## src/rtl/lc3_branch_resolve_if.sv

```systemverilog
// Request/result bundle between the LC-3 control path and the branch resolver.
// The requester drives the instruction, the incremented PC and the NZP flags.
// The resolver returns the branch decision, the target address and a debug counter.
interface lc3_branch_resolve_if #(
  parameter int CNT_W = 16
);
  logic             start;
  logic [15:0]      IR;
  logic [15:0]      PC;
  logic             N;
  logic             Z;
  logic             P;
  logic             busy;
  logic             done;
  logic             BEN;
  logic             pc_load;
  logic [15:0]      target;
  logic [CNT_W-1:0] taken_count;

  // Requester side: issues resolve requests and consumes results.
  modport master (
    output start, IR, PC, N, Z, P,
    input  busy, done, BEN, pc_load, target, taken_count
  );

  // Resolver side.
  modport slave (
    input  start, IR, PC, N, Z, P,
    output busy, done, BEN, pc_load, target, taken_count
  );
endinterface

```

## src/rtl/lc3_branch_resolve.sv

```systemverilog
// LC-3 branch resolver.
// Snapshots IR/PC/NZP on request, evaluates BEN one cycle later, then reports
// the result with a single-cycle done pulse (plus pc_load when taken).
// A wrapping counter tracks how many branches were taken since reset.
module lc3_branch_resolve #(
  parameter logic [3:0] OPC_BR = 4'b0000,
  parameter int         CNT_W  = 16
) (
  input  logic               clk,
  input  logic               reset,
  lc3_branch_resolve_if.slave bus
);

  typedef enum logic [1:0] {
    S_IDLE = 2'd0,
    S_EVAL = 2'd1,
    S_RESP = 2'd2
  } state_t;

  state_t state_q, state_d;

  // Snapshot taken on the accepting edge; evaluation never looks at live inputs.
  logic [15:0]      ir_q, ir_d;
  logic [15:0]      pc_q, pc_d;
  logic [2:0]       nzp_q, nzp_d;

  // Registered outputs.
  logic             busy_q, busy_d;
  logic             done_q, done_d;
  logic             ben_q, ben_d;
  logic             pc_load_q, pc_load_d;
  logic [15:0]      target_q, target_d;
  logic [CNT_W-1:0] cnt_q, cnt_d;

  // Condition test: nzp=111 is unconditional so it is taken even with the
  // power-up flags 000; nzp=000 can never match and is never taken.
  function automatic logic branch_cond(input logic [2:0] ir_nzp,
                                       input logic [2:0] flags);
    if (ir_nzp == 3'b111) begin
      return 1'b1;
    end
    return |(ir_nzp & flags);
  endfunction

  // PC-relative target: sign-extended 9-bit offset, wraps modulo 2^16.
  function automatic logic [15:0] pc_rel_target(input logic [15:0] pc,
                                                input logic [8:0]  off9);
    logic signed [15:0] off_sx;
    off_sx = signed'({{7{off9[8]}}, off9});
    return pc + $unsigned(off_sx);
  endfunction

  // State register.
  always_ff @(posedge clk) begin
    if (!reset) begin
      state_q <= S_IDLE;
    end else begin
      state_q <= state_d;
    end
  end

  // Next-state logic: a fixed three-cycle walk once a request is accepted.
  always_comb begin
    state_d = state_q;
    case (state_q)
      S_IDLE:  if (bus.start) state_d = S_EVAL;
      S_EVAL:  state_d = S_RESP;
      S_RESP:  state_d = S_IDLE;
      default: state_d = S_IDLE;
    endcase
  end

  // Output/datapath next values; done and pc_load fire on the edge that leaves RESP.
  always_comb begin
    ir_d      = ir_q;
    pc_d      = pc_q;
    nzp_d     = nzp_q;
    ben_d     = ben_q;
    target_d  = target_q;
    cnt_d     = cnt_q;
    busy_d    = (state_d != S_IDLE);
    done_d    = (state_q == S_RESP);
    pc_load_d = (state_q == S_RESP) && ben_q;

    case (state_q)
      S_IDLE: begin
        if (bus.start) begin
          ir_d  = bus.IR;
          pc_d  = bus.PC;
          nzp_d = {bus.N, bus.Z, bus.P};
        end
      end
      S_EVAL: begin
        ben_d    = (ir_q[15:12] == OPC_BR) && branch_cond(ir_q[11:9], nzp_q);
        target_d = pc_rel_target(pc_q, ir_q[8:0]);
      end
      S_RESP: begin
        if (ben_q) begin
          cnt_d = cnt_q + CNT_W'(1);
        end
      end
      default: begin
        ben_d = ben_q;
      end
    endcase
  end

  // Register bank: snapshot, result and counter, all cleared by reset.
  always_ff @(posedge clk) begin
    if (!reset) begin
      ir_q      <= '0;
      pc_q      <= '0;
      nzp_q     <= '0;
      busy_q    <= 1'b0;
      done_q    <= 1'b0;
      ben_q     <= 1'b0;
      pc_load_q <= 1'b0;
      target_q  <= '0;
      cnt_q     <= '0;
    end else begin
      ir_q      <= ir_d;
      pc_q      <= pc_d;
      nzp_q     <= nzp_d;
      busy_q    <= busy_d;
      done_q    <= done_d;
      ben_q     <= ben_d;
      pc_load_q <= pc_load_d;
      target_q  <= target_d;
      cnt_q     <= cnt_d;
    end
  end

  assign bus.busy        = busy_q;
  assign bus.done        = done_q;
  assign bus.BEN         = ben_q;
  assign bus.pc_load     = pc_load_q;
  assign bus.target      = target_q;
  assign bus.taken_count = cnt_q;

endmodule

```

## src/flat_wrapper.sv

```systemverilog
// flat-port wrapper written by rule: the top's interface ports become plain ports
module lc3_branch_resolve_flat 
#(
  parameter logic [3:0] OPC_BR = 4'b0000,
  parameter int         CNT_W  = 16
)
  (clk, reset, bus_start, bus_IR, bus_PC, bus_N, bus_Z, bus_P, bus_busy, bus_done, bus_BEN, bus_pc_load, bus_target, bus_taken_count);
  lc3_branch_resolve_if #(.CNT_W(CNT_W)) bus_i ();
  input  logic clk;
  input  logic reset;
  input wire logic [$bits(bus_i.start)-1:0] bus_start;
  input wire logic [$bits(bus_i.IR)-1:0] bus_IR;
  input wire logic [$bits(bus_i.PC)-1:0] bus_PC;
  input wire logic [$bits(bus_i.N)-1:0] bus_N;
  input wire logic [$bits(bus_i.Z)-1:0] bus_Z;
  input wire logic [$bits(bus_i.P)-1:0] bus_P;
  output wire logic [$bits(bus_i.busy)-1:0] bus_busy;
  output wire logic [$bits(bus_i.done)-1:0] bus_done;
  output wire logic [$bits(bus_i.BEN)-1:0] bus_BEN;
  output wire logic [$bits(bus_i.pc_load)-1:0] bus_pc_load;
  output wire logic [$bits(bus_i.target)-1:0] bus_target;
  output wire logic [$bits(bus_i.taken_count)-1:0] bus_taken_count;
  assign bus_i.start = bus_start;
  assign bus_i.IR = bus_IR;
  assign bus_i.PC = bus_PC;
  assign bus_i.N = bus_N;
  assign bus_i.Z = bus_Z;
  assign bus_i.P = bus_P;
  assign bus_busy = bus_i.busy;
  assign bus_done = bus_i.done;
  assign bus_BEN = bus_i.BEN;
  assign bus_pc_load = bus_i.pc_load;
  assign bus_target = bus_i.target;
  assign bus_taken_count = bus_i.taken_count;
  lc3_branch_resolve #(.OPC_BR(OPC_BR), .CNT_W(CNT_W)) u_core (.clk(clk), .reset(reset), .bus(bus_i));
endmodule
```

## config.mk

```make
export PLATFORM = sky130hd
export DESIGN_NAME = lc3_branch_resolve_flat
export DESIGN_NICKNAME = d
export VERILOG_FILES = /design/src/rtl/lc3_branch_resolve_if.sv /design/src/rtl/lc3_branch_resolve.sv /design/src/flat_wrapper.sv
export SDC_FILE = /design/constraint.sdc
export NUM_CORES = 1
export LEC_CHECK = 0
export ABC_AREA = 1
export CAP_MARGIN = 25
export CORE_MARGIN = 4
export CORE_UTILIZATION = 55
export DETAILED_ROUTE_END_ITERATION = 10
export HOLD_SLACK_MARGIN = 0.08
export PLACE_DENSITY = 0.84
export SYNTH_ARGS = -nofsm -noshare
export SYNTH_HDL_FRONTEND = slang
export SYNTH_SLANG_ARGS = --single-unit
```

## constraint.sdc

```tcl
create_clock -name clk -period 2.4 [get_ports clk]
set_clock_uncertainty 0.05 [all_clocks]
set_input_delay 0.24 -clock clk [delete_from_list [all_inputs] [get_ports clk]]
set_output_delay 0.24 -clock clk [all_outputs]
set_load 0.005 [all_outputs]
```

# Word-level counts from Yosys, hierarchy flattened

Cells that the tools add are included.

Bits in registers: 73
Output and inout port bits: 36
Logic and storage cells: 31

Add/sub/neg operators: 2
Equality and inequality tests: 3
Multiplexer cells: 7
Bitwise gates (word level): 1
Reduce and logical (&&, ||, !) cells: 8

Operator list:

| kind                                                                  | count |
|---|---|
| 16-bit by 1-bit adder with 16-bit output, second input constant       | 1 |
| 16-bit adder                                                          | 1 |
| 1-bit 2-to-1 mux                                                      | 5 |
| 4-bit logical NOT                                                     | 1 |
| 2-bit case mux with 2 select lines                                    | 1 |
| 2-bit AND reduction                                                   | 2 |
| 3-bit bitwise AND                                                     | 1 |
| 3-bit equality test, second input constant                            | 1 |
| 3-bit OR reduction                                                    | 1 |
| 2-bit by 1-bit equality test with 1-bit output, second input constant | 1 |
| 2-bit equality test, second input constant                            | 1 |
| 1-bit logical AND                                                     | 2 |
| 2-bit logical NOT                                                     | 1 |
| 2-bit 2-to-1 mux                                                      | 1 |
| 2-bit nonzero test                                                    | 1 |

# Longest topological paths before layout

Gate-level depths: netlist (run 1).

Depth after elaboration: 6
Mapped depth: 12
Mapped depth without buffers: 12

# Worst setup path after synthesis (run 1)

No wires, ideal clock.

Path kind: register to register
Start point: register u_core.pc_q[0]
End point: register u_core.target_q[10], in the netlist u_core.bus.target[10]
Library setup time: 0.109 ns
Data arrival time: 1.493 ns
Slack: 0.748 ns
Cell stages (with the launch flop): 13
Cell sequence: dfxtp_1 -> ha_1 -> fa_1 -> nand2_1 -> nand3_1 -> nand3_1 -> nand2_1 -> nand2_1 -> nand2_1 -> nand2_1 -> nand3_1 -> nand2_1 -> inv_1

Word-level cells in the longest chain between the ends: 1

Ends and longest elaborated chain:

| what                     | RTL line                  | RTL |
|---|---|---|
| start: declaration       | lc3_branch_resolve.sv:24  | `logic [15:0] pc_q, pc_d;` |
| start signal: assignment | lc3_branch_resolve.sv:122 | `pc_q <= pc_d;` |
| 16-bit adder             | lc3_branch_resolve.sv:50  | `return pc + $unsigned(off_sx);` |
| end signal: assignment   | lc3_branch_resolve.sv:128 | `target_q <= target_d;` |
| end: declaration         | lc3_branch_resolve.sv:32  | `logic [15:0] target_q, target_d;` |

No other way between the ends.
A chain may end at the register's enable or synchronous reset.

# Worst setup path in the final report (run 1)

Start point: register u_core.ir_q[8]
End point: register u_core.target_q[15], in the netlist u_core.bus.target[15]

Word-level cells in the longest chain between the ends: 1

Ends and longest elaborated chain:

| what                     | RTL line                  | RTL |
|---|---|---|
| start: declaration       | lc3_branch_resolve.sv:23  | `logic [15:0] ir_q, ir_d;` |
| start signal: assignment | lc3_branch_resolve.sv:121 | `ir_q <= ir_d;` |
| 16-bit adder             | lc3_branch_resolve.sv:50  |  |

No other way between the ends.

==> results of run 1 <==
==> area by class of cell <==
cell class / instances / area [um^2]
fillers: 528 / 1770
well taps: 77 / 96.3
multi-input cells: 384 / 1870
repair buffers: 77 / 773
flip-flops and latches: 73 / 1460
inverters: 74 / 278
clock inverters: 7 / 78.8
clock buffers: 9 / 124
==> sequential cells by signal, summed over array words and instances, names as in the netlist <==
register                cells
u_core.pc_q                16
u_core.bus.done             1
u_core.bus.BEN              1
u_core.bus.busy             1
u_core.bus.target          16
u_core.nzp_q                3
u_core.bus.pc_load          1
u_core.state_q              2
u_core.bus.taken_count     16
u_core.ir_q                16
==> layer usage <==
metal,wire (um),part of all wire [%]
met1,3990,46
met2,4170,48
met3,323,3.8
met4,136,1.6
met5,0,0
==> kinds of logic after synthesis <==
kind of cell	synth area share, %
compound gates	11.1
xor+xnor	1.18
fa+ha+maj	5.95
buf+inv	9.94
flops	39.5
simple gates	32.4
==> final timing paths <==
kind	endpoint	slack, ns	depth (start not counted)
worst max-delay path	u_core.bus.target[15]	0.56	11
worst min-delay path	u_core.bus.done	0.41	1
worst max register to register	u_core.bus.target[15]	0.56	11
worst min register to register	u_core.bus.done	0.41	1
==> power breakdown <==
part,switching [W],total (W),internal [W]
Combinational,0.000268,0.000499,0.000231
Sequential,0.0000518,0.00134,0.00129
Clock,0.000488,0.000976,0.000488
==> worst reg2reg max path: stages, from the launching register on <==
cell and delay [ns]:
sky130_fd_sc_hd__dfxtp_1 0.54, sky130_fd_sc_hd__ha_1 0.37, sky130_fd_sc_hd__nand2_1 0.13, sky130_fd_sc_hd__inv_1 0.06, sky130_fd_sc_hd__nand2_1 0.06, sky130_fd_sc_hd__nand2_1 0.06
sky130_fd_sc_hd__a21oi_1 0.17, sky130_fd_sc_hd__nand2_1 0.08, sky130_fd_sc_hd__nand2_1 0.06, sky130_fd_sc_hd__nand3_1 0.06, sky130_fd_sc_hd__nand2_1 0.06, sky130_fd_sc_hd__inv_1 0.03
==> metrics by stage <==
step,area [um^2],instances,util (%),worst slack [ns]
after floorplan,3700,549,-,0.748
after global placement,4480,685,69.4,0.657
after detailed placement,4480,685,69.4,0.591
after CTS,4690,701,72.5,0.573
after global routing,4690,701,72.5,0.355
final,4690,701,72.5,0.557
==> cells in the final DEF (no fill, tap or decap), types with 2 or more instances in the layout <==
cell type / synthesis / layout
sky130_fd_sc_hd__nand4_1: 4 / 4
sky130_fd_sc_hd__dfxtp_1: 73 / 73
sky130_fd_sc_hd__nand2_1: 109 / 109
sky130_fd_sc_hd__a21oi_1: 24 / 24
sky130_fd_sc_hd__xor2_1: 2 / 2
sky130_fd_sc_hd__clkinvlp_4: 0 / 3
sky130_fd_sc_hd__o21ai_1: 2 / 2
sky130_fd_sc_hd__o211ai_1: 3 / 3
sky130_fd_sc_hd__clkdlybuf4s50_1: 0 / 73
sky130_fd_sc_hd__xnor2_1: 3 / 3
sky130_fd_sc_hd__nor2_1: 114 / 113
sky130_fd_sc_hd__nand2_2: 2 / 2
sky130_fd_sc_hd__o21ai_0: 50 / 50
sky130_fd_sc_hd__inv_6: 0 / 2
sky130_fd_sc_hd__nor2_2: 4 / 5
sky130_fd_sc_hd__ha_1: 16 / 16
sky130_fd_sc_hd__nand3_2: 2 / 2
sky130_fd_sc_hd__nor3_1: 8 / 8
sky130_fd_sc_hd__clkinv_1: 2 / 2
sky130_fd_sc_hd__buf_4: 1 / 3
sky130_fd_sc_hd__inv_1: 71 / 71
sky130_fd_sc_hd__clkbuf_8: 0 / 9
sky130_fd_sc_hd__nand3_1: 30 / 30
==> results.md, run 1 <==
Cells and area:
- The net total in the final layout is between 600 and 700.
- The antenna diode instance count is 0.
- The relative area change from synthesis to final layout is 26.6%.
- The post-route netlist has 5.61% of its cells at a drive strength greater than 1.

Power:
- The total power is approximately 0.0028 W.
- The total power density per cell area is roughly 600 mW/mm^2.
- The reported leakage power is about 2.2 nW.
- The worst supply voltage drop on vdd is about 0.52 mV.

Routing:
- The total number of vias is approximately 3500.
- After detailed routing, the average wire length per cell comes to between 10 and 15 um.
- The number of violations reported at the end of detailed-routing iteration 0 is roughly 170.
- Before antenna repair, the detailed router went through 4 iterations.
- In the routed design, unresolved DRC markers number 0.
- In the routed layout, each cell is associated on average with a via count of 5.04.
- The aggregate routed wire length is between 8 and 9 mm.
- The residual antenna-violating net count after detailed routing is 0.

Logic synthesis:
- The most used flip-flop cell after synthesis is sky130_fd_sc_hd__dfxtp_1.
- The count of cell types in the netlist is 34.
- Of the post-synthesis cell area, the dominant cell type holds between 30 and 40%.
- For this run, the number of Yosys warnings is 0.
- The mean area per synthesized cell is between 6 and 7 um^2.
- In this run, synthesis inferred 0 flip-flops with an integrated enable.
- In the synthesized netlist, the cells that appear most often are 114 x sky130_fd_sc_hd__nor2_1, 109 x sky130_fd_sc_hd__nand2_1, 73 x sky130_fd_sc_hd__dfxtp_1.
- Counting every net in the synthesized netlist gives 604.
- Sequential cells were found to cover around two fifths of the synthesized design area.
- The most common cell in the synthesized netlist is sky130_fd_sc_hd__nor2_1.
- The synthesized design spends more area on one cell type than any other, namely sky130_fd_sc_hd__dfxtp_1.
- After synthesis the cells add up to between 0.003 and 0.004 mm^2.
- By area the synthesized netlist is led by sky130_fd_sc_hd__dfxtp_1 39%, sky130_fd_sc_hd__nor2_1 12%, sky130_fd_sc_hd__nand2_1 11%.
- The gate count of the mapped netlist is around 550.
- The async set-reset flop share out of synthesis is 0%.
- In this run, synthesis produced a sequential element count of 73.

Global routing:
- The met2 demand-to-capacity share in global routing is 38.5%.
- The wire length of the first global-routing pass is 14.8 mm.
- The number of antenna violations at the first check in global routing was 0.
- The global-route usage over all layers is a little over a fifth.
- The most used routing layer in global routing is met2.
- For met3 alone, demand over resource in global routing was slightly below 6%.
- The global-route congestion overflow total is 0.
- Entering global routing, the biggest net connects 55 pins.
- The number of global-route vias before repair was between 3000 and 4000.
- The met1 track demand over resource is between 20% and 30%.

Flow run:
- The tool flagged a number of max-cap violations equal to 0.

Worst setup path:
- The longest individual stage delay on the worst path is about 0.54 ns.
- Of all nets on the critical path, the largest fanout is 9.
- The first element of the critical path is u_core.ir_q[8].
- Data on the critical path arrives at its endpoint at around 2 ns.
- The critical path in this run is classified as reg -> reg.
- The cell repeated most along the worst path is sky130_fd_sc_hd__nand2_1.
- The worst setup path is launched from a flip-flop.
- The kind of end point of the critical path is a flip-flop.
- The worst path required time is 2.60 ns.
- The buffering stage count on the worst path with inverters included is 2.
- Among all stages on the critical path, the largest delay is contributed by sky130_fd_sc_hd__dfxtp_1.
- The startpoint of the most critical register-to-register path is u_core.ir_q[8].
- The kind of cell with the highest combined delay along the critical path is flip-flops.
- The signal on the critical path passes through ha_1 > nand2_1 > inv_1 > nand2_1 > nand2_1 > a21oi_1 > nand2_1 > nand2_1 > nand3_1 > nand2_1 > inv_1.

Timing:
- The tightest hold path in the finished design has a slack of 0.411 ns.
- Timing would allow up to approximately 0.54 GHz.
- The setup total negative slack is 0 ns.
- The hold violation count in the final report is 0.
- At the pin with the least slew margin, the transition time is roughly 0.55 ns.
- The share of the cycle needed by the critical path after routing is between 70% and 80%.
- The max-slew violation total from the final report is 0.
- Measured against its own limit, the worst slew margin works out to between 60% and 70%.
- Setup repair after global routing left no endpoint under its margin.
- Setup violations remaining at the end of the flow were counted as 0.
- Counting I/O delays and the setup requirement, the final critical path takes approximately 1.8 ns.

Clock tree:
- The cell sitting at the root of the clock tree is a sky130_fd_sc_hd__clkbuf_8.
- The CTS buffer count is 9.
- Clock-pin slew was measured on the worst setup and hold paths at around 0.08 ns.
- The hold-fix buffer count after cts is 0.
- The number of H-tree branching levels is 3.
- The maximum clock path buffer count is 2.
- The later pin in the worst-skew pair is clocked with a latency of 0.35 ns.
- The number of gates resized after cts is 0.
- Once the clock tree was built, the setup fixing pass inserted 0 buffers.
- Clock tree synthesis found a total of between 70 and 80 sinks.
- The clock tree from TritonCTS is done.

Hold path:
- The path category of the worst min-delay check is reg -> reg.
- The worst hold path begins at u_core.state_q[0].

Outcome:
- The run finished with clean final reports.

Die:
- The die is 90.0 um wide.
- The total I/O pin count is between 70 and 80.
- The number of placement rows is 29.
- The floorplan core area is 0.00646 mm^2.
- The initial core utilization is 57.3%.
- The die covers a little over 0.008 mm^2.
- The height of the die is about 90 um.

Place:
- The placed wire-length estimate is around 6.4 mm.
- The congestion estimate from routability-driven global placement came to roughly 0.92.
- The number of port buffers is 73.
(Power assumes the default switching activity.)
==> run 2, diff against run 1 <==
CORE_UTILIZATION = 47   (was 55)
PLACE_DENSITY = 0.77   (was 0.84)
clock period = 1.6 ns   (was 2.4 ns; I/O delays follow)
==> run 2 against run 1 <==
The run now ends with setup timing left. Via count grew 3.8%. Power rose by 66%. Clock power rose by 71%. Final cell count up 6.7%. First-iteration DRC count increased by 19%. Count of clock-buffer cells in the layout grew 4. Largest power group unchanged.
==> results.md, run 2 (synthesized netlist as in run 1, its figures left out) <==
Die:
- The initial core utilization is 48.1% (-9.2 points).
- The floorplan core area is 0.00769 mm^2 (+19%).
- The height of the die is 96.7 um (+7.5%).
- The total I/O pin count came to 74 (unchanged).
- The die footprint is 0.00936 mm^2 (+15%).
- The number of placement rows is 32 (+10%).
- The x dimension of the die is 96.7 um (+7.5%).

Routing:
- The number of violations reported at the end of detailed-routing iteration 0 came to 200 (+19%).
- The mean routed wirelength per cell is 12.2 um (-0.43%).
- The residual antenna-violating net count after detailed routing is 0 (unchanged).
- The aggregate routed wire length was 9.15 mm (+6.2%).
- The first-pass iteration count of the detailed router is 4 (unchanged).
- The count of unresolved DRC violations after routing was 0 (unchanged).
- The via density per instance came to 4.91 (-2.7%).
- The total number of vias is 3670 (+3.8%).

Cells and area:
- In the layout the commonest cells are 112 x sky130_fd_sc_hd__nor2_1, 94 x sky130_fd_sc_hd__nand2_1, 73 x sky130_fd_sc_hd__clkdlybuf4s50_1, 69 x sky130_fd_sc_hd__inv_1, 61 x sky130_fd_sc_hd__dfxtp_1.
- The area occupied by multi-input gates is 0.00216 mm^2 (+15%).
- The net total in the final layout is 697 (+3.4%).
- The number of filler cells placed in the layout is 666 (+26%).
- The post-route non-filler standard cell count came to 748 (+6.7%).
- The combined flip-flop and latch cell area is 0.00148 mm^2 (+1.2%).
- The relative area change from synthesis to final layout is 42.5%.
- The library cell used most frequently in the layout, excluding fill and tap cells, is sky130_fd_sc_hd__nor2_1.
- The antenna diode instance count is 0 (unchanged).
- The share of post-route cells with drive strength above 1 is 18.1% (+13 points).
- The utilization of the core after routing was 68.6% (-4.0 points).

Worst setup path:
- The largest individual stage delay along the critical path comes from the cell sky130_fd_sc_hd__fa_2.
- The buffering stage count on the worst path with inverters included is 0 (-2).
- The worst path required time was 1.79 ns (-0.81 ns).
- The signal arrival time at the worst endpoint came to 1.85 ns (-0.20 ns).
- The kind of start point of the critical path is a flip-flop.
- The critical-path maximum fanout was 3 (-6).
- The class of the most critical setup path is reg -> reg.
- The longest individual stage delay on the worst path came to 0.35 ns (-0.19 ns).
- The kind of end point of the critical path is a flip-flop.
- Traced cell by cell, the critical path runs through ha_4 > fa_2 > nand2_2 > nand3_2 > nand3_2 > nand2_2 > nand2_1 > a21oi_1 > nor2_1 > nor2_1.
- Among cell families on the critical path, the largest total delay comes from simple AND/OR/NAND/NOR gates.

Hold path:
- The tightest min-delay check is of the in -> reg type.

Timing:
- The final period demand of the worst path is 1.66 ns (-0.179 ns).
- The hold violation count in the final report was 0 (unchanged).
- The max-slew violation total from the final report came to 0 (unchanged).
- The share of the cycle needed by the critical path after routing came to 104% (+27 points).
- The setup-violating endpoint count in the final report was 4 (+4).
- The worst setup margin is -0.0646 ns (-0.621 ns).
- The highest achievable clock rate is 0.601 GHz (+11%).
- Setup repair after global routing could not meet its margin everywhere.
- The slew at the pin with the worst max-slew slack came to 0.282 ns (-0.264 ns).
- The relative max-transition margin came to 81.1% (+18 points).

Power:
- The total power density per cell area is 884 mW/mm^2 (+47%).
- The total power was 0.00466 W (+66%).
- The worst supply voltage drop on vdd is 0.637 mV (+21%).
- The reported leakage power came to 2.35 nW (+7.6%).

Place:
- The final estimated routing congestion in global placement is 0.895 (-3.2%).
- The post-placement setup slack is -0.115 ns (-0.705 ns).
- The number of port buffers came to 73 (unchanged).
- The post-placement cell count was 730 (+6.6%).
- The placed wire-length estimate was 6.59 mm (+2.2%).

Clock tree:
- The latest clock arrival within the worst-skew pair came to 0.34 ns (about the same).
- The clock tree from TritonCTS is done.
- The maximum clock path buffer count came to 2 (unchanged).
- The number of H-tree branching levels is 3 (unchanged).
- The CTS buffer count is 9 (unchanged).
- The hold-fix buffer count after cts is 0 (unchanged).
- The clock slew seen by the registers of the worst setup and hold paths is 0.07 ns (about the same).
- The number of clock sinks seen by CTS came to 73 (unchanged).
- The library cell used as clock root buffer is sky130_fd_sc_hd__clkbuf_8.

Outcome:
- The run finished, with violations left.
- The checks that failed: setup timing.

Global routing:
- The met2 demand-to-capacity share in global routing is 32.9% (-5.6 points).
- The most used routing layer in global routing is met2.
- The global-route congestion overflow total is 0 (unchanged).
- The wire length of the first global-routing pass is 15.2 mm (+2.4%).
- The met1 track demand over resource is 23.5% (-1.9 points).
- The number of global-route vias before repair is 3583 (+3.8%).
- The number of antenna violations at the first check in global routing was 0 (unchanged).
- The met3 routing resource usage after global routing is 4.25% (-1.6 points).
- The pin count of the biggest net entering global routing is 55 (unchanged).
- The global-route usage over all layers was 19.3% (-2.5 points).

Flow run:
- The total of max-cap violations was 0 (unchanged).
## run 2: changes by cell type in the layout (fill, tap and decap cells not counted), sizes merged
cell	delta
clkinv	-1
inv	-2
clkbuf	+4
clkinvlp	-3
buf	+23
bufinv	+1
## run 2: stage by stage
| step | area [um^2] | setup TNS, ns | hold slack [ns] |
|---|---|---|---|
| after floorplan | 3710 | 0 | 0.274 |
| after global placement | 4720 | -0.275 | 0.384 |
| after detailed placement | 4720 | -0.616 | 0.411 |
| after CTS | 5040 | -0.00634 | 0.372 |
| after global routing | 5270 | -0.733 | 0.401 |
| final | 5270 | -0.135 | 0.381 |
## run 2: worst paths after layout
check                          endpoint               from  depth (start not counted)  slack (ns)
setup / recovery  u_core.bus.target[14]     u_core.pc_q[0]                         10       -0.06
hold / removal           u_core.pc_q[0]          bus_PC[0]                          3        0.38
setup reg to reg  u_core.bus.target[14]     u_core.pc_q[0]                         10       -0.06
hold reg to reg         u_core.bus.done  u_core.state_q[0]                          1        0.42
## run 2: area by class of cell
| cell class | instances | area share [%] |
|---|---|---|
| clock buffer | 13 | 3.20 |
| clock inverter | 2 | 1.14 |
| inverter | 74 | 5.27 |
| multi-input combinational | 384 | 41.0 |
| sequential | 73 | 28.0 |
| tap | 102 | 2.42 |
| timing repair buffer | 100 | 19.0 |
## run 2: layer usage
metal  up-vias  part of all wire, %
li1       1921                    -
met1      1678                   45
met2        55                   49
met3        16                  3.2
met4         0                  2.1
met5         -                    0
## run 2: worst register-to-register path, cell delays in order, from the launching register on
cell and delay [ns]:
sky130_fd_sc_hd__dfxtp_2 0.34, sky130_fd_sc_hd__ha_4 0.16, sky130_fd_sc_hd__fa_2 0.35, sky130_fd_sc_hd__nand2_2 0.10, sky130_fd_sc_hd__nand3_2 0.07, sky130_fd_sc_hd__nand3_2 0.09
sky130_fd_sc_hd__nand2_2 0.08, sky130_fd_sc_hd__nand2_1 0.09, sky130_fd_sc_hd__a21oi_1 0.07, sky130_fd_sc_hd__nor2_1 0.12, sky130_fd_sc_hd__nor2_1 0.05
## run 2: repair_timing
action / 4_1_cts / 5_1_grt
buffers inserted: 2 / 1
gates resized for setup: 17 / 52
setup endpoints to repair: 10 / 15
pin swaps: 6 / 8
## run 2: where the power goes
part | internal (W) | switching, W
Clock | 0.000999 | 0.000668
Sequential | 0.00194 | 0.0000960
Combinational | 0.000496 | 0.000465
==> run 3, diff against run 2 <==
ABC_AREA = unset   (was 1)
CORE_UTILIZATION = 46   (was 47)
PLACE_DENSITY = 0.76   (was 0.77)
==> run 3 against run 2 <==
The flow still finishes with violations (setup timing). Global-route usage down 0.51 points. Synthesized cell count down 24%. Flip-flop and latch count unchanged. Wire length down 1.4%. Register-to-register slack worse by 0.26 ns. Worst setup slack worse by 0.26 ns. Count of clock-buffer cells in the layout down 2. Maximum frequency down 14%. Critical path depth down 2. Combinational power down 26%. Highest routed layer unchanged.
==> results.md, run 3 <==
Clock tree:
- The clock tree from TritonCTS is done.
- The number of clock sinks seen by CTS is 73 (unchanged).
- The CTS buffer count came to 9 (unchanged).
- The number of H-tree branching levels is 3 (unchanged).
- The maximum clock path buffer count is 2 (unchanged).
- The latest clock arrival within the worst-skew pair came to 0.34 ns (about the same).
- Clock tree synthesis selected as its root buffer the cell sky130_fd_sc_hd__clkbuf_8.
- The clock slew seen by the registers of the worst setup and hold paths is 0.08 ns (about the same).

Flow run:
- The total of max-cap violations is 0 (unchanged).

Timing:
- The highest achievable clock rate is 0.519 GHz (-14%).
- The relative max-transition margin was 73.5% (-7.5 points).
- Setup repair after global routing could not meet its margin everywhere.
- The setup-violating endpoint count in the final report came to 11 (+7).
- The slew at the pin with the worst max-slew slack came to 0.397 ns (+0.115 ns).
- The share of the cycle needed by the critical path after routing was 120% (+16 points).
- The hold violation count in the final report is 0 (unchanged).
- The max-slew violation total from the final report is 0 (unchanged).
- The final period demand of the worst path is 1.93 ns (+0.263 ns).
- The setup total negative slack is -2.36 ns (-2.23 ns).
- The smallest hold slack was 0.208 ns (-0.174 ns).
- The worst setup margin is -0.327 ns (-0.263 ns).

Die:
- The initial core utilization is 47.1% (-1.0 points).
- The floorplan core area is 0.00769 mm^2 (unchanged).
- The total I/O pin count is 74 (unchanged).
- The number of placement rows is 32 (unchanged).
- The x dimension of the die is 96.7 um (about the same).
- The die footprint is 0.00936 mm^2 (about the same).
- The height of the die is 96.7 um (about the same).

Routing:
- The count of unresolved DRC violations after routing is 0 (unchanged).
- The residual antenna-violating net count after detailed routing is 0 (unchanged).
- The number of violations reported at the end of detailed-routing iteration 0 was 120 (-40%).
- The via density per instance is 5.20 (+6.1%).
- The mean routed wirelength per cell is 14.1 um (+15%).
- The first-pass iteration count of the detailed router came to 4 (unchanged).
- The aggregate routed wire length was 9.02 mm (-1.4%).
- The total number of vias is 3331 (-9.2%).

Cells and area:
- In the layout the commonest cells are 97 x sky130_fd_sc_hd__nand2_1, 72 x sky130_fd_sc_hd__clkdlybuf4s50_1, 59 x sky130_fd_sc_hd__dfxtp_1, 50 x sky130_fd_sc_hd__buf_4, 38 x sky130_fd_sc_hd__a21boi_0.
- The post-route non-filler standard cell count came to 640 (-14%).
- The most common cell after layout, fill and taps aside is sky130_fd_sc_hd__nand2_1.
- The share of post-route cells with drive strength above 1 was 23.4% (+5.3 points).
- The relative area change from synthesis to final layout is 46.3%.
- The utilization of the core after routing is 68.9% (+0.34 points).
- The antenna diode instance count is 0 (unchanged).
- The net total in the final layout is 588 (-16%).

Logic synthesis:
- By count the netlist is led by 97 x sky130_fd_sc_hd__nand2_1, 73 x sky130_fd_sc_hd__dfxtp_1, 39 x sky130_fd_sc_hd__a21boi_0.
- The fraction of the yosys area taken by sequential cells is 40.3% (+0.86 points).
- In the post-synthesis netlist, the cell with the most instances is sky130_fd_sc_hd__nand2_1.
- The count of flip-flops with a built-in enable after synthesis was 0 (unchanged).
- The fraction of post-synthesis cell area in the top cell type by area is 40.3% (+0.86 points).
- The most used flip-flop cell after synthesis is sky130_fd_sc_hd__dfxtp_1.
- The synthesized cell area came to 0.00362 mm^2 (-2.1%).
- By area the synthesized netlist is led by sky130_fd_sc_hd__dfxtp_1 40%, sky130_fd_sc_hd__nand2_1 10%, sky130_fd_sc_hd__a21boi_0 8.1%.
- The gate count of the mapped netlist is 418 (-24%).
- The async set-reset flop share out of synthesis is 0% (unchanged).
- The synthesized netlist net count was 473 (-22%).
- The warning count from the yosys run was 0 (unchanged).
- The count of cell types in the netlist is 60 (+76%).
- The flip-flop and latch count after synthesis is 73 (unchanged).
- The cell taking the most area after synthesis is sky130_fd_sc_hd__dfxtp_1.
- The mean area per synthesized cell is 8.67 um^2 (+29%).

Global routing:
- The number of antenna violations at the first check in global routing is 0 (unchanged).
- The wire length of the first global-routing pass came to 14.7 mm (-3.0%).
- The number of global-route vias before repair was 3178 (-11%).
- The pin count of the biggest net entering global routing is 44 (-20%).
- The global-route congestion overflow total came to 0 (unchanged).
- The global-route usage over all layers is 18.8% (-0.51 points).

Worst setup path:
- The worst-case reg-to-reg path depth is 8 (-2).
- The setup path with the least slack is of type reg -> reg.
- The kind of start point of the critical path is a flip-flop.
- The worst setup path is captured at a flip-flop.
- The signal arrival time at the worst endpoint is 2.10 ns (+0.25 ns).
- The critical-path maximum fanout is 3 (unchanged).
- The worst path required time is 1.77 ns (-0.02 ns).

Outcome:
- The run finished, with violations left.
- The checks that failed: setup timing.

Power:
- The total power density per cell area came to 789 mW/mm^2 (-11%).
- The reported leakage power is 2.15 nW (-8.5%).
- The worst supply voltage drop on vdd is 0.529 mV (-17%).

Place:
- The final estimated routing congestion in global placement is 0.917 (+2.5%).
- The placed wire-length estimate is 6.70 mm (+1.7%).
- The post-placement cell count is 617 (-15%).
- The number of port buffers is 73 (unchanged).

Hold path:
- The cell count of the worst hold path is 2 (-1).
- The min-delay analysis places its worst path in the category in -> reg.
==> run 3: cell types whose count changed in the layout (fill, tap and decap cells not counted), moves of 17 or more <==
cell and delta:
sky130_fd_sc_hd__buf_4 +29, sky130_fd_sc_hd__inv_1 -65, sky130_fd_sc_hd__o21ai_0 -39, sky130_fd_sc_hd__and2_1 +17, sky130_fd_sc_hd__a21boi_0 +38, sky130_fd_sc_hd__nor2_1 -105
==> run 3: stage by stage <==
stage          setup WS (ns)  power [W]  cell area (um^2)
4_1_cts               -0.286    0.00419              5160
3_5_place_dp          -0.321    0.00266              4870
5_1_grt               -0.414    0.00436              5300
3_3_place_gp          -0.263    0.00265              4870
6_report              -0.327    0.00418              5300
2_1_floorplan         -0.175    0.00234              3750
==> run 3: cells by family (layout without fill, tap and decap cells) <==
| logic type | count (synthesis) | count (layout) | synth area share (%) |
|---|---|---|---|
| AND/OR/NAND/NOR | 175 | 176 | 24.7 |
| AO/OA/AOI/OAI | 103 | 103 | 20.2 |
| adder cells (fa/ha/maj) | 17 | 17 | 6.08 |
| multiplexers | 1 | 1 | 0.276 |
| flip-flops | 73 | 73 | 40.3 |
| buffers and inverters | 28 | 147 | 3.38 |
| XOR/XNOR | 21 | 21 | 5.08 |
==> run 3: worst paths after layout <==
check                                          start                    end  slack, ns
worst max-delay path                  u_core.ir_q[0]  u_core.bus.target[14]      -0.33
worst min-delay path                           reset  u_core.bus.target[15]       0.21
worst max register to register        u_core.ir_q[0]  u_core.bus.target[14]      -0.33
worst min register to register  u_core.bus.target[4]   u_core.bus.target[4]       0.41
==> run 3: report_power, final <==
part           total (W)  switching [W]  leakage (nW)  internal, W
sequential       0.00196      0.0000597         0.602      0.00190
clock            0.00151       0.000690         0.101     0.000821
combinational   0.000709       0.000325          1.44     0.000384
==> run 3: timing repair <==
action | 4_1_cts | 5_1_grt
setup endpoints to repair | 15 | 19
gates resized for setup | 13 | 20
cloned | 0 | 1
buffers inserted | 2 | 4
hold buffers | 0 | 0
pin swaps | 19 | 8
==> run 3: cell type report <==
class                      count  area, um^2
clock inverter                 5        62.6
multi-input combinational    318        2290
timing repair buffer         127        1170
fill                         626        2390
inverter                       4        15.0
sequential                    73        1480
clock buffer                  11         153
tap                          102         128
==> run 3: layer usage <==
metal	track usage (%)	part of all wire (%)
met5	0	0
met4	6.70	1.4
met3	3.60	4.9
met2	31.3	47
met1	24.1	47
==> run 3: critical path, stage by stage (launching register included) <==
cell and delay (ns):
sky130_fd_sc_hd__dfxtp_2 0.34, sky130_fd_sc_hd__ha_4 0.16, sky130_fd_sc_hd__fa_2 0.37, sky130_fd_sc_hd__a21oi_4 0.15
sky130_fd_sc_hd__o211ai_1 0.15, sky130_fd_sc_hd__buf_4 0.18, sky130_fd_sc_hd__a41oi_4 0.15, sky130_fd_sc_hd__nand4_1 0.13
sky130_fd_sc_hd__o311ai_1 0.13
==> RTL change 1, RTL diff (flow settings as in run 3) <==
`CNT_W` is set to 16 in 3 places; all go to 14.
--- a/src/rtl/lc3_branch_resolve_if.sv
+++ b/src/rtl/lc3_branch_resolve_if.sv
@@ -3,5 +3,5 @@
 // The resolver returns the branch decision, the target address and a debug counter.
 interface lc3_branch_resolve_if #(
-  parameter int CNT_W = 16
+  parameter int CNT_W = 14
 );
   logic             start;
--- a/src/rtl/lc3_branch_resolve.sv
+++ b/src/rtl/lc3_branch_resolve.sv
@@ -5,5 +5,5 @@
 module lc3_branch_resolve #(
   parameter logic [3:0] OPC_BR = 4'b0000,
-  parameter int         CNT_W  = 16
+  parameter int         CNT_W  = 14
 ) (
   input  logic               clk,
--- a/src/flat_wrapper.sv
+++ b/src/flat_wrapper.sv
@@ -3,5 +3,5 @@
 #(
   parameter logic [3:0] OPC_BR = 4'b0000,
-  parameter int         CNT_W  = 16
+  parameter int         CNT_W  = 14
 )
   (clk, reset, bus_start, bus_IR, bus_PC, bus_N, bus_Z, bus_P, bus_busy, bus_done, bus_BEN, bus_pc_load, bus_target, bus_taken_count);
Ports: changed (resized bus_taken_count); port bits go from 74 to 72. No check against the original RTL was run, so the function may have changed too.
==> RTL change 1 against run 3 <==
- sequential cell count down 2
- sequential share of layout area grew 0.91 points
- count of clock-buffer cells in the layout unchanged
- cell area decreased by 6.2%
- synthesized area down 5.1%
- total power shrank 9.4%
- wire length decreased by 6.1%
- the run still ends with negative setup slack left
- worst setup slack got worse by 0.17 ns
- cell count is 3.4% lower
==> RTL change 1: results (changes against run 3) <==
Status - complete, but fails checks
Failing checks - negative setup slack
Net Count, Synth - 453 (-4.2%)
Yosys Warn Count - 0 (unchanged)
Worst Setup SP - u_core.ir_q[0]$_SDFFE_PN0P_
Max incr delay on CP - 0.39 ns (+0.02 ns)
Wire length per cell - 13.7 um (-2.8%)
Final worst-path setup slack - -0.500 ns (-0.173 ns)
Share of layout cells above drive strength 1 - 21.2% (-2.2 points)
Pre-antenna DRT Iters - 4 (unchanged)
Power Dens Cells - 762 nW/um2 (-3.4%)
Synth Area per Inst - 8.63 um2 (-0.38%)
Pre-CTS WS - -0.516 ns (-0.195 ns)
Sw Share - 26.2% (+0.54 points)
Number of port buffers - 71 (-2.7%)
Layout Nets - 569 (-3.2%)
Peak VDD IR - 0.000585 V (+10%)
Worst-path clk slew - 0.08 ns (about the same)
Critical path fanouts, max - 3 (unchanged)
Dominant cells by area after synthesis - dfxtp_1, nand2_1, a21boi_0
Leakage - 1.99 nW (-7.3%)
Post-synth cell types - 55 (-8.3%)
Setup violators final - 13 (+2)
GRT Util Overall - 20.1% (+1.4 points)
Worst-margin pin slew - 0.337 ns (-0.0598 ns)
Routed vias - 3212 (-3.6%)
DR iter-0 viols - 106 (-12%)
H-tree Lvls - 3 (unchanged)
RD Place Congestion - 0.819 (-11%)
CP arrival - 2.30 ns (+0.20 ns)
Root Buffer - clkbuf_8
Largest net degree at the start of global routing - 36 (-18%)
CTS Buf Count - 9 (unchanged)
Setup TNS - -4.11 ns (-1.75 ns)
Cell count of the worst hold path - 3 (+1)
First-pass GRT wire length - 14.2 mm (-4.0%)
Async SR Flop Fraction - 0% (unchanged)
Most frequent cells after synthesis - nand2_1, dfxtp_1, a21boi_0
HPWL Detailed - 6.35 mm (-5.2%)
FF-to-FF path depth - 9 (+1)
Area of placed instances - 4680 um2 (-3.8%)
Reg-to-Reg End - u_core.bus.target[12]$_SDFFE_PN0P_
Placed insts - 597 (-3.2%)
Ant diodes - 0 (unchanged)
Post-synthesis sequential area ratio - 41.4% (+1.0 points)
Clock Latency Late Sink - 0.35 ns
Detailed-route wire length - 8.47 mm (-6.1%)
-- RTL change 1: changes by cell type after synthesis, moves of 3 or more --
cell,run 3,this run
and3_1,8,1
buf_2,7,0
and2_1,18,14
xor2_1,8,4
a211oi_1,5,2
clkbuf_1,15,18
nand4_1,9,6
nor2b_1,3,6
o21ai_0,11,14
-- RTL change 1: cell type report --
cell class,instances,area [um2]
fill,586,2280
multi-input combinational,303,2070
sequential,71,1440
timing repair buffer,124,1150
clock buffer,11,141
tap,99,124
clock inverter,5,33.8
inverter,5,18.8
-- RTL change 1: timing repair --
item                       4_1_cts  5_1_grt
resized for setup               15       13
setup endpoints to repair       14       19
setup buffers                    1        5
pin swaps                        9       14
-- RTL change 1: kinds of logic after synthesis --
group / Yosys count / synth area share, %
XOR/XNOR: 15 / 3.82
AND/OR/NAND/NOR: 167 / 23.8
multiplexers: 2 / 0.583
AO/OA/AOI/OAI: 102 / 21.2
flip-flops: 71 / 41.4
buffers and inverters: 24 / 2.84
adder cells (fa/ha/maj): 17 / 6.41
-- RTL change 1: critical path: cells and delay by family (launching register included) --
| family | cells | cell delay (ns) |
|---|---|---|
| AO/OA/AOI/OAI | 5 | 0.82 |
| adder cells (fa/ha/maj) | 2 | 0.55 |
| buffers and inverters | 1 | 0.13 |
| flip-flops | 1 | 0.34 |
| multiplexers | 1 | 0.12 |
-- RTL change 1: worst min-delay path by stage --
stage / startpoint / to / slack, ns
floorplan: bus_IR[8] / u_core.ir_q[8]$_SDFFE_PN0P_ / 0.24
global placement: u_core.ir_q[13]$_SDFFE_PN0P_ / u_core.ir_q[13]$_SDFFE_PN0P_ / 0.40
detailed placement: u_core.ir_q[13]$_SDFFE_PN0P_ / u_core.ir_q[13]$_SDFFE_PN0P_ / 0.41
CTS: reset / u_core.bus.target[9]$_SDFFE_PN0P_ / 0.08
global route: reset / u_core.state_q[0]$_SDFF_PN0_ / 0.1
finish: reset / u_core.bus.target[9]$_SDFFE_PN0P_ / 0.10
-- RTL change 1: layer usage --
metal | vias up | wire length, um | track usage, %
met3 | 11 | 416 | 3.90
li1 | 1614 | - | -
met1 | 1508 | 3750 | 24.4
met2 | 79 | 4170 | 35.1
met4 | 0 | 125 | 7.82
met5 | - | 0 | 0
-- RTL change 1: power by group through the flow --
stage	Combinational, mW	Sequential, mW	Clock [mW]
6_report	0.624	1.90	1.26
2_1_floorplan	0.307	1.93	0
3_5_place_dp	0.607	1.94	0
5_1_grt	0.691	1.91	1.37
4_1_cts	0.620	1.90	1.29
3_3_place_gp	0.594	1.94	0
==> RTL change 2, RTL diff (config.mk and constraints of run 3) <==
Without the edit above. Reset style: asynchronous (`reset`), changed in 2 clocked blocks.
--- a/src/rtl/lc3_branch_resolve.sv
+++ b/src/rtl/lc3_branch_resolve.sv
@@ -52,5 +52,5 @@
 
   // State register.
-  always_ff @(posedge clk) begin
+  always_ff @(posedge clk or negedge reset) begin
     if (!reset) begin
       state_q <= S_IDLE;
@@ -107,5 +107,5 @@
 
   // Register bank: snapshot, result and counter, all cleared by reset.
-  always_ff @(posedge clk) begin
+  always_ff @(posedge clk or negedge reset) begin
     if (!reset) begin
       ir_q      <= '0;
Formal check against the unedited RTL: differs if reset is asserted again (counterexample within 4 cycles, from zero or initial values and one cycle with reset low); with reset held inactive, the same outputs for 10 cycles.
==> RTL change 2 against run 3 <==
- wire length fell by 7.3%
- worst setup slack lost 0.26 ns
- critical path depth down 1
- synthesized cell count shrank 29%
- critical path type unchanged
- cell count down 18%
- cell area down 0.85%
- die area shrank 2.5%
- sequential cell count unchanged
- utilization up 2.7 points
- critical endpoint is now u_core.bus.target[14]$_DFFE_PN0P_
- global-route usage is 0.47 points higher
- synthesized area fell by 2.8%
- the run still ends with negative setup slack left
- largest cell class unchanged
Power is not compared: it rests on default switching activity, and its combinational part moved more than twofold at a synthesized area within 25%.
==> RTL change 2: results (changes against run 3) <==
Vias per inst - 5.21 (+0.12%)
Yosys Warn Count - 0 (unchanged)
GRT Util Overall - 19.2% (+0.47 points)
Compound-Gate Fraction of Synth Area - 10.9% (-9.3 points)
Initial antenna violation count - 0 (unchanged)
Max incr delay on CP - 0.39 ns (+0.02 ns)
Post-synth cell types - 47 (-22%)
Critical-path top delay cell - dfrtp_1
Share of layout cells above drive strength 1 - 33.5% (+10 points)
Clock Latency Late Sink - 0.35 ns
Pre-antenna DRT Iters - 4 (unchanged)
Vias in the first global route - 2741 (-14%)
CP arrival - 2.36 ns (+0.26 ns)
Leakage - 2.32 nW
Critical path fanouts, max - 4 (+1)
CTS Buf Count - 9 (unchanged)
HPWL Detailed - 5.90 mm (-12%)
Peak VDD IR - 0.000830 V
Largest net degree at the start of global routing - 74 (+68%)
Synthesized instance count - 295 (-29%)
Async SR Flop Fraction - 100% (+100 points)
Detailed-route wire length - 8.36 mm (-7.3%)
Worst-path clk slew - 0.08 ns (about the same)
Most frequent cells after synthesis - dfrtp_1, mux2_2, nand2_1
RD Place Congestion - 0.805 (-12%)
Placed insts - 502 (-19%)
First-pass GRT wire length - 13.3 mm (-9.6%)
Fin cells - 526 (-18%)
Status - complete, but fails checks
Net Count, Synth - 350 (-26%)
Setup violators final - 12 (+1)
Ant diodes - 0 (unchanged)
Failing checks - negative setup slack
Synth Area in XOR/XNOR - 6.22% (+1.1 points)
Final worst-path setup slack - -0.583 ns (-0.255 ns)
H-tree Lvls - 3 (unchanged)
Number of port buffers - 73 (unchanged)
Adder-Cell Fraction of Synth Area - 6.25% (+0.17 points)
Area of placed instances - 4810 um2 (-1.3%)
Layout Nets - 477 (-19%)
CTS max path bufs - 2 (unchanged)
Slew HR - 74.6% (+1.1 points)
Root Buffer - clkbuf_8
Dominant cells by area after synthesis - dfrtp_1, mux2_2, ha_1
Setup TNS - -5.32 ns (-2.96 ns)
Worst hold path class - in -> async
Post-synthesis sequential area ratio - 51.9% (+12 points)
DR iter-0 viols - 133 (+11%)
Cell family with most CP delay - compound AO/OA/AOI/OAI gates
Mux cell area share after synthesis - 11.5% (+11 points)
RTL change 2: changes by cell type in the layout (fill, tap and decap cells not counted), moves of 13 or more:
cell / before / now
dfrtp_1: 0 / 72
nand2_1: 97 / 31
dfxtp_1: 59 / 0
a21boi_0: 38 / 0
mux2_2: 0 / 36
and2_1: 17 / 0
dfxtp_2: 13 / 0
RTL change 2: timing repair:
action	in CTS	in global routing
endpoints found under the setup margin	12	17
gates resized for setup	8	24
pin swaps	9	12
hold buffers	1	0
setup buffers	4	3
endpoints found under the hold margin	73	0
RTL change 2: path summary, 6_finish.rpt:
kind	startpoint	end	slack, ns	cells past startpoint
min reg2reg	u_core.bus.taken_count[15]$_DFFE_PN0P_	u_core.bus.taken_count[15]$_DFFE_PN0P_	0.43	1
min	reset	u_core.bus.taken_count[2]$_DFFE_PN0P_	0.33	3
max in group asynchronous	reset	u_core.ir_q[8]$_DFFE_PN0P_	0.85	3
max	u_core.pc_q[0]$_DFFE_PN0P_	u_core.bus.target[14]$_DFFE_PN0P_	-0.58	7
max reg2reg	u_core.pc_q[0]$_DFFE_PN0P_	u_core.bus.target[14]$_DFFE_PN0P_	-0.58	7
min in group clk	bus_start	u_core.bus.busy$_DFF_PN0_	0.37	3
RTL change 2: through the flow:
step | worst slack [ns] | hold slack (ns) | total power [mW]
after detailed placement | -0.593 | 0.167 | 6.19
after floorplan | -0.500 | -0.186 | 4.56
final | -0.583 | 0.325 | 8.36
after CTS | -0.588 | 0.339 | 7.96
after global routing | -0.656 | 0.363 | 8.87
after global placement | -0.541 | 0.164 | 6.07
RTL change 2: where the power goes:
part	leakage [nW]	internal (mW)	switching (mW)
Sequential	0.905	2.31	0.332
Clock	0.107	0.925	0.676
Combinational	1.31	2.38	1.74
RTL change 2: cell type report:
cell class / instances / area [um2]
clock buffer: 12 / 145
tap: 99 / 124
timing repair buffer: 128 / 1200
clock inverter: 4 / 76.3
inverter: 2 / 7.51
fill: 495 / 2080
sequential: 73 / 1830
multi-input combinational: 208 / 1870
RTL change 2: worst min-delay path, cell delays in order:
cell and delay [ns]:
dlygate4sd3_1 0.52, buf_2 0.12, buf_12 0.34
RTL change 2: logic make-up after synthesis:
group,Yosys count
simple gates,74
flops,73
compound gates,56
mux,36
xor+xnor,25
fa+ha+maj,17
buf+inv,14
RTL change 2: layer usage:
metal  part of all wire (%)  GRT usage [%]  vias up
li1                       -              -     1330
met1                     45           24.6     1332
met2                     49           32.5       65
met3                    4.1           3.31       14
met4                    1.9           7.35        0
met5                      0              0        -
